==> src/rtl/keypad_emulator.sv <==
// keypad_emulator: responder end of a 4x4 column-scan / row-sense keypad.
// On request it "presses" one key. The contact closes with deterministic
// bounce, stays closed for a programmable hold time, and reopens with bounce.
// A released dwell follows before the keystroke reports completion.
//
// Ports
//   clk          system clock
//   rst          asynchronous, active-high reset
//   press_req    request one keystroke (accepted only while busy=0)
//   key_code     hex key to press, latched on accept
//   hold_cycles  stable-closed duration, latched on accept (0 behaves as 1)
//   col_d        column drive from the scanner, active-low
//   row_q        row sense back to the scanner, active-low (combinational)
//   contact_q    registered contact state, 1 = closed
//   busy         keystroke in progress
//   done         one-cycle pulse in the first idle cycle after a keystroke
module keypad_emulator #(
    parameter int BOUNCE_TOGGLES = 3,
    parameter int BOUNCE_PERIOD  = 4800,
    parameter int GAP_CYCLES     = 48000,
    parameter int HOLD_W         = 24
) (
    input  logic              clk,
    input  logic              rst,
    input  logic              press_req,
    input  logic [3:0]        key_code,
    input  logic [HOLD_W-1:0] hold_cycles,
    input  logic [3:0]        col_d,
    output logic [3:0]        row_q,
    output logic              contact_q,
    output logic              busy,
    output logic              done
);

    // The segment counter must hold the largest reload value of any phase.
    localparam int PER_W  = $clog2(BOUNCE_PERIOD + 1);
    localparam int GAP_W  = $clog2(GAP_CYCLES + 1);
    localparam int CNT_W0 = (PER_W > GAP_W) ? PER_W : GAP_W;
    localparam int CNT_W  = (CNT_W0 > HOLD_W) ? CNT_W0 : HOLD_W;
    localparam int SEG_N  = 2 * BOUNCE_TOGGLES;
    localparam int SEG_W  = (SEG_N > 1) ? $clog2(SEG_N) : 1;

    // Counters hold "cycles remaining minus one", so a segment ends when the counter reads zero.
    localparam logic [CNT_W-1:0]  PERIOD_LD = CNT_W'(BOUNCE_PERIOD - 1);
    localparam logic [CNT_W-1:0]  GAP_LD    = CNT_W'(GAP_CYCLES - 1);
    localparam logic [SEG_W-1:0]  SEG_LAST  = SEG_W'(SEG_N - 1);
    localparam logic [HOLD_W-1:0] HOLD_ONE  = HOLD_W'(1);

    typedef enum logic [2:0] {
        ST_IDLE    = 3'd0,
        ST_PRESS   = 3'd1,
        ST_HOLD    = 3'd2,
        ST_RELEASE = 3'd3,
        ST_GAP     = 3'd4
    } state_t;

    state_t            state_q, state_d;
    logic [CNT_W-1:0]  cnt_q, cnt_d;
    logic [SEG_W-1:0]  seg_q, seg_d;
    logic [3:0]        key_q, key_d;
    logic [HOLD_W-1:0] hold_q, hold_d;
    logic              contact_d;
    logic              busy_q, busy_d;
    logic              done_q, done_d;
    logic [HOLD_W-1:0] hold_eff_s;
    logic [3:0]        key_rc_s;

    // Keypad layout: returns {row[1:0], col[1:0]} for a hex key code.
    function automatic logic [3:0] key_to_rc(input logic [3:0] key);
        logic [3:0] rc;
        case (key)
            4'h1:    rc = {2'd0, 2'd0};
            4'h2:    rc = {2'd0, 2'd1};
            4'h3:    rc = {2'd0, 2'd2};
            4'hA:    rc = {2'd0, 2'd3};
            4'h4:    rc = {2'd1, 2'd0};
            4'h5:    rc = {2'd1, 2'd1};
            4'h6:    rc = {2'd1, 2'd2};
            4'hB:    rc = {2'd1, 2'd3};
            4'h7:    rc = {2'd2, 2'd0};
            4'h8:    rc = {2'd2, 2'd1};
            4'h9:    rc = {2'd2, 2'd2};
            4'hC:    rc = {2'd2, 2'd3};
            4'hE:    rc = {2'd3, 2'd0};
            4'h0:    rc = {2'd3, 2'd1};
            4'hF:    rc = {2'd3, 2'd2};
            4'hD:    rc = {2'd3, 2'd3};
            default: rc = {2'd0, 2'd0};
        endcase
        return rc;
    endfunction

    assign hold_eff_s = (hold_cycles == {HOLD_W{1'b0}}) ? HOLD_ONE : hold_cycles;
    assign key_rc_s   = key_to_rc(key_q);
    assign busy       = busy_q;
    assign done       = done_q;

    // Row sense: only the latched key's column bit can pull its row low.
    always_comb begin
        row_q = 4'b1111;
        if (contact_q && (col_d[key_rc_s[1:0]] == 1'b0)) begin
            row_q[key_rc_s[3:2]] = 1'b0;
        end else begin
            row_q = 4'b1111;
        end
    end

    // Keystroke sequencer: next state, segment counter reloads and contact level.
    always_comb begin
        state_d = state_q;
        cnt_d   = cnt_q;
        seg_d   = seg_q;
        key_d   = key_q;
        hold_d  = hold_q;
        done_d  = 1'b0;
        case (state_q)
            ST_IDLE: begin
                if (press_req) begin
                    key_d  = key_code;
                    hold_d = hold_eff_s;
                    seg_d  = {SEG_W{1'b0}};
                    if (BOUNCE_TOGGLES > 0) begin
                        state_d = ST_PRESS;
                        cnt_d   = PERIOD_LD;
                    end else begin
                        state_d = ST_HOLD;
                        cnt_d   = CNT_W'(hold_eff_s - HOLD_ONE);
                    end
                end else begin
                    state_d = ST_IDLE;
                end
            end
            ST_PRESS: begin
                if (cnt_q != {CNT_W{1'b0}}) begin
                    cnt_d = cnt_q - CNT_W'(1);
                end else if (seg_q == SEG_LAST) begin
                    state_d = ST_HOLD;
                    seg_d   = {SEG_W{1'b0}};
                    cnt_d   = CNT_W'(hold_q - HOLD_ONE);
                end else begin
                    seg_d = seg_q + SEG_W'(1);
                    cnt_d = PERIOD_LD;
                end
            end
            ST_HOLD: begin
                if (cnt_q != {CNT_W{1'b0}}) begin
                    cnt_d = cnt_q - CNT_W'(1);
                end else if (BOUNCE_TOGGLES > 0) begin
                    state_d = ST_RELEASE;
                    seg_d   = {SEG_W{1'b0}};
                    cnt_d   = PERIOD_LD;
                end else begin
                    state_d = ST_GAP;
                    cnt_d   = GAP_LD;
                end
            end
            ST_RELEASE: begin
                if (cnt_q != {CNT_W{1'b0}}) begin
                    cnt_d = cnt_q - CNT_W'(1);
                end else if (seg_q == SEG_LAST) begin
                    state_d = ST_GAP;
                    seg_d   = {SEG_W{1'b0}};
                    cnt_d   = GAP_LD;
                end else begin
                    seg_d = seg_q + SEG_W'(1);
                    cnt_d = PERIOD_LD;
                end
            end
            ST_GAP: begin
                if (cnt_q != {CNT_W{1'b0}}) begin
                    cnt_d = cnt_q - CNT_W'(1);
                end else begin
                    state_d = ST_IDLE;
                    done_d  = 1'b1;
                end
            end
            default: begin
                state_d = ST_IDLE;
                cnt_d   = {CNT_W{1'b0}};
                seg_d   = {SEG_W{1'b0}};
            end
        endcase

        // Press bounce starts closed (even segments closed); release bounce starts open.
        case (state_d)
            ST_PRESS:   contact_d = ~seg_d[0];
            ST_HOLD:    contact_d = 1'b1;
            ST_RELEASE: contact_d = seg_d[0];
            default:    contact_d = 1'b0;
        endcase
        busy_d = (state_d != ST_IDLE);
    end

    // State, counters, latches and registered outputs.
    always_ff @(posedge clk or posedge rst) begin
        if (rst) begin
            state_q   <= ST_IDLE;
            cnt_q     <= {CNT_W{1'b0}};
            seg_q     <= {SEG_W{1'b0}};
            key_q     <= 4'h0;
            hold_q    <= {HOLD_W{1'b0}};
            contact_q <= 1'b0;
            busy_q    <= 1'b0;
            done_q    <= 1'b0;
        end else begin
            state_q   <= state_d;
            cnt_q     <= cnt_d;
            seg_q     <= seg_d;
            key_q     <= key_d;
            hold_q    <= hold_d;
            contact_q <= contact_d;
            busy_q    <= busy_d;
            done_q    <= done_d;
        end
    end

endmodule

==> config.mk <==
export PLATFORM = sky130hd
export DESIGN_NAME = keypad_emulator
export DESIGN_NICKNAME = d
export VERILOG_FILES = /design/src/rtl/keypad_emulator.sv
export SDC_FILE = /design/constraint.sdc
export NUM_CORES = 1
export LEC_CHECK = 0
export CORE_UTILIZATION = 29
export DETAILED_ROUTE_END_ITERATION = 8
export SLEW_MARGIN = 20
export SYNTH_ARGS = -nofsm -noshare
export SYNTH_HDL_FRONTEND = slang
export SYNTH_SLANG_ARGS = --single-unit
==> constraint.sdc <==
create_clock -name clk -period 2.3 [get_ports clk]
set_input_delay 0.46 -clock clk [delete_from_list [all_inputs] [get_ports clk]]
set_output_delay 0.46 -clock clk [all_outputs]
set_load 0.02 [all_outputs]
==> out/summary.txt <==
Status -> finished with violations
Failing checks -> negative setup slack
Mapped Cells -> 489
I/O Pins -> 42
Crit path time final -> 2.39 ns
Final Power -> 4.45 mW
Core ar. -> 14100 µm²
Antenna Violating Nets Remaining -> 0
CTS buffer count -> 9
GRT Util Overall -> 0.203
Initial Utilization -> 0.303
Mapped cell area -> 4270 µm²
Seq/Total Area, Yosys -> 0.358
Critical path's slowest cell -> or4_4
Max incr delay on CP -> 0.55 ns
Die W -> 123 µm
Final instance area -> 6360 µm²
CTS tree -> done
Xor/xnor cell area share of the yosys netlist -> 0.0657
Placed Area -> 5570 µm²
Hold crit path type -> primary input to async pin
Fin crit share -> 1.04
Part of the power in registers -> 0.330
Clock group share of total power -> 0.318
Slew margin rel. -> 0.535
Leak -> 2.63 nW
Compound-Gate Fraction of Synth Area -> 0.179
Drt total wl -> 14900 µm
Sw Share -> 0.344
Nets@finish -> 671
Buffers on Ports -> 41
Number of synthesized register bits -> 61
Final hold vios -> 0
Via count -> 4435
Fraction of registers with async set/reset -> 1.00
Skew final -> 0.00567 ns
Post-CTS Hold Buffers -> 0
RSZ-0062 raised after global routing -> yes
CP bufs+invs -> 1
Total clock sinks -> 61
Fmax -> 419 MHz
R2R Setup Slk -> -0.09 ns
Drt first pass iters -> 5
Vias in the first global route -> 4513
ANT cells -> 0
Crit path required time -> 2.51 ns
Slew @ Worst Pin -> 0.697 ns
CP Data Arrival Time -> 2.60 ns
Deepest clock path buffer count -> 2
CP Cell Sequence -> or4_4, buf_6, nor4_4, nand2_2, a32o_1, or4_1
Worst-Skew Late Latency -> 0.35 ns
Total die area -> 15200 µm²
Global-route wire length before repair -> 23200 µm
Layout cells sized above 1 -> 0.368
Crit. End Element -> flop
Net switching power -> 1.53 mW
PwrDens -> 699 nW/µm²
Dpl hpwl -> 10900 µm
Synth Area per Inst -> 8.73 µm²
Placer's final routability congestion estimate -> 0.920
Multiplexer share of the synthesized area -> 0.0709
Critical path's top delay family -> simple AND/OR/NAND/NOR gates
Fin worst setup slack -> -0.0871 ns
H-tree Lvls -> 3
Peak supply drop -> 350 µV
GR Overflow Total -> 0
Crit-path max FO -> 4
Worst Setup SP -> cnt_q[8]
Cell variety after synth -> 70
Final setup viols -> 10
Yosys warns -> 0
Synth Area in Adders -> 0.00879
Worst r2r src -> cnt_q[8]
EDFF count, synth -> 0
Pint -> 2.92 mW
Routed WL per cell -> 18.2 µm
Largest family of logic cells by synthesized area -> simple AND/OR/NAND/NOR gates
Die Y -> 123 µm
Top_reg_cell synth -> dfrtp_1
Final Max Slew Viols -> 0
DRC -> 0
Root buffer cell -> clkbuf_16
DRT iter0 DRCs -> 260
# rows -> 43
Syn Nets -> 527
Initial antenna violation count -> 0
Worst-path clk slew -> 0.06 ns
Largest net degree at the start of global routing -> 62
Layout area overhead -> 49.0%
CP Class -> flop to flop
Simple-gate share of the synthesized area -> 0.270
Vias/cell -> 5.42
Startpoint types -> flop
Max cap viols -> 0
Comb pwr share -> 0.352
==> registers in the layout, summed over array words and instances, names as in the netlist <==
signal	flops
state_q	3
done	1
busy	1
cnt_q	24
hold_q	24
contact_q	1
seg_q	3
key_q	4
==> path summary, 6_finish.rpt <==
check / to / depth (start not counted)
min in group clk: hold_q[23] / 1
max reg2reg: cnt_q[13] / 6
max in group asynchronous: cnt_q[8] / 3
min reg2reg: hold_q[23] / 1
min: hold_q[2] / 3
max: cnt_q[13] / 6
==> layout make-up <==
| type | instances | area (µm²) |
|---|---|---|
| Timing Repair Buffer | 160 | 1410 |
| Tap cell | 180 | 225 |
| Clock buffer | 9 | 225 |
| Multi-Input combinational cell | 386 | 2840 |
| Inverter | 15 | 57.6 |
| Clock inverter | 7 | 81.3 |
| Fill cell | 1361 | 7730 |
| Sequential cell | 61 | 1530 |
==> power by group through the flow <==
| stage | logic [mW] | registers [mW] | clock network [mW] |
|---|---|---|---|
| final | 1.57 | 1.47 | 1.41 |
| after global routing | 1.69 | 1.50 | 1.51 |
| after CTS | 1.40 | 1.45 | 1.44 |
| after detailed placement | 1.33 | 1.46 | 0 |
| after global placement | 1.29 | 1.45 | 0 |
| after floorplan | 0.755 | 1.44 | 0 |
==> kinds of logic after synthesis <==
| family | Yosys count |
|---|---|
| and+or+nand+nor | 206 |
| buffers and inverters | 42 |
| muxes | 27 |
| AOI/OAI and AO/OA | 118 |
| adders and majority gates | 3 |
| DFF | 61 |
| xor gates and xnor gates | 32 |
==> Yosys cell counts (2+ instances only) <==
cell | instances | area, µm²
dfrtp_1 | 61 | 1530
nor2_1 | 43 | 161
nand2_1 | 42 | 158
o21ai_0 | 29 | 145
a21oi_1 | 28 | 140
mux2_2 | 26 | 293
nor3_1 | 25 | 125
nor4_1 | 19 | 119
xnor2_1 | 19 | 166
clkbuf_1 | 15 | 56.3
inv_1 | 14 | 52.6
xor2_1 | 13 | 114
nand3_1 | 12 | 60.1
nand4_1 | 9 | 56.3
a31oi_1 | 8 | 50.1
o211ai_1 | 8 | 60.1
or3_1 | 8 | 50.1
buf_2 | 6 | 30.0
nand2b_1 | 6 | 37.5
buf_6 | 5 | 56.3
or4_1 | 5 | 37.5
a211oi_1 | 4 | 30.0
a21o_1 | 4 | 30.0
and3_1 | 4 | 25.0
o22ai_1 | 4 | 25.0
o31ai_1 | 4 | 30.0
or4_4 | 4 | 45.0
a211o_1 | 3 | 26.3
a31o_2 | 3 | 26.3
and2_1 | 3 | 18.8
ha_1 | 3 | 37.5
nor2b_1 | 3 | 18.8
nor4b_2 | 3 | 45.0
a221oi_1 | 2 | 17.5
a22o_1 | 2 | 17.5
a22oi_1 | 2 | 15.0
a31o_1 | 2 | 17.5
a32o_1 | 2 | 20.0
nor4_2 | 2 | 25.0
nor4b_1 | 2 | 17.5
o21ai_1 | 2 | 10.0
or3b_2 | 2 | 17.5
==> placed cells by master, fill, tap and decap left out, types with 10 or more instances in the layout <==
cell             synthesis  final
a21oi_1                 28     23
buf_4                    0     98
buf_6                    5     21
clkdlybuf4s50_1          0     35
dfrtp_1                 61     59
inv_1                   14     10
mux2_2                  26     25
nand2_1                 42     38
nand3_1                 12     11
nor2_1                  43     42
nor3_1                  25     22
nor4_1                  19     18
o21ai_0                 29     21
xnor2_1                 19     19
xor2_1                  13     12
==> worst min-delay path: cells and delay by family <==
kind | cells | cell delay, ns
buffers and inverters | 3 | 0.77
==> stage by stage <==
step	setup TNS [ns]	std cells	utilization	hold slack, ns	setup slack, ns
after global placement	-2.32	785	0.395	0.519	-0.494
after floorplan	0	489	-	0.483	0.0262
after CTS	-0.681	809	0.427	0.512	-0.137
final	-0.444	818	0.451	0.488	-0.0871
after detailed placement	-2.85	785	0.395	0.525	-0.591
after global routing	-1.34	818	0.451	0.524	-0.169
==> repair_timing <==
item	in CTS	in global routing
setup endpoints to repair	19	32
pin swaps	13	26
gates resized for setup	54	62
buffers inserted	8	9
==> routing by layer <==
metal / global-route usage / up-vias / routed length (µm)
met5: 0 / - / 0
met3: 0.0544 / 24 / 893
met4: 0.0700 / 0 / 293
met2: 0.339 / 165 / 7230
met1: 0.251 / 2141 / 6440
li1: - / 2105 / -
No activity file was read; power rests on OpenSTA's default activity.
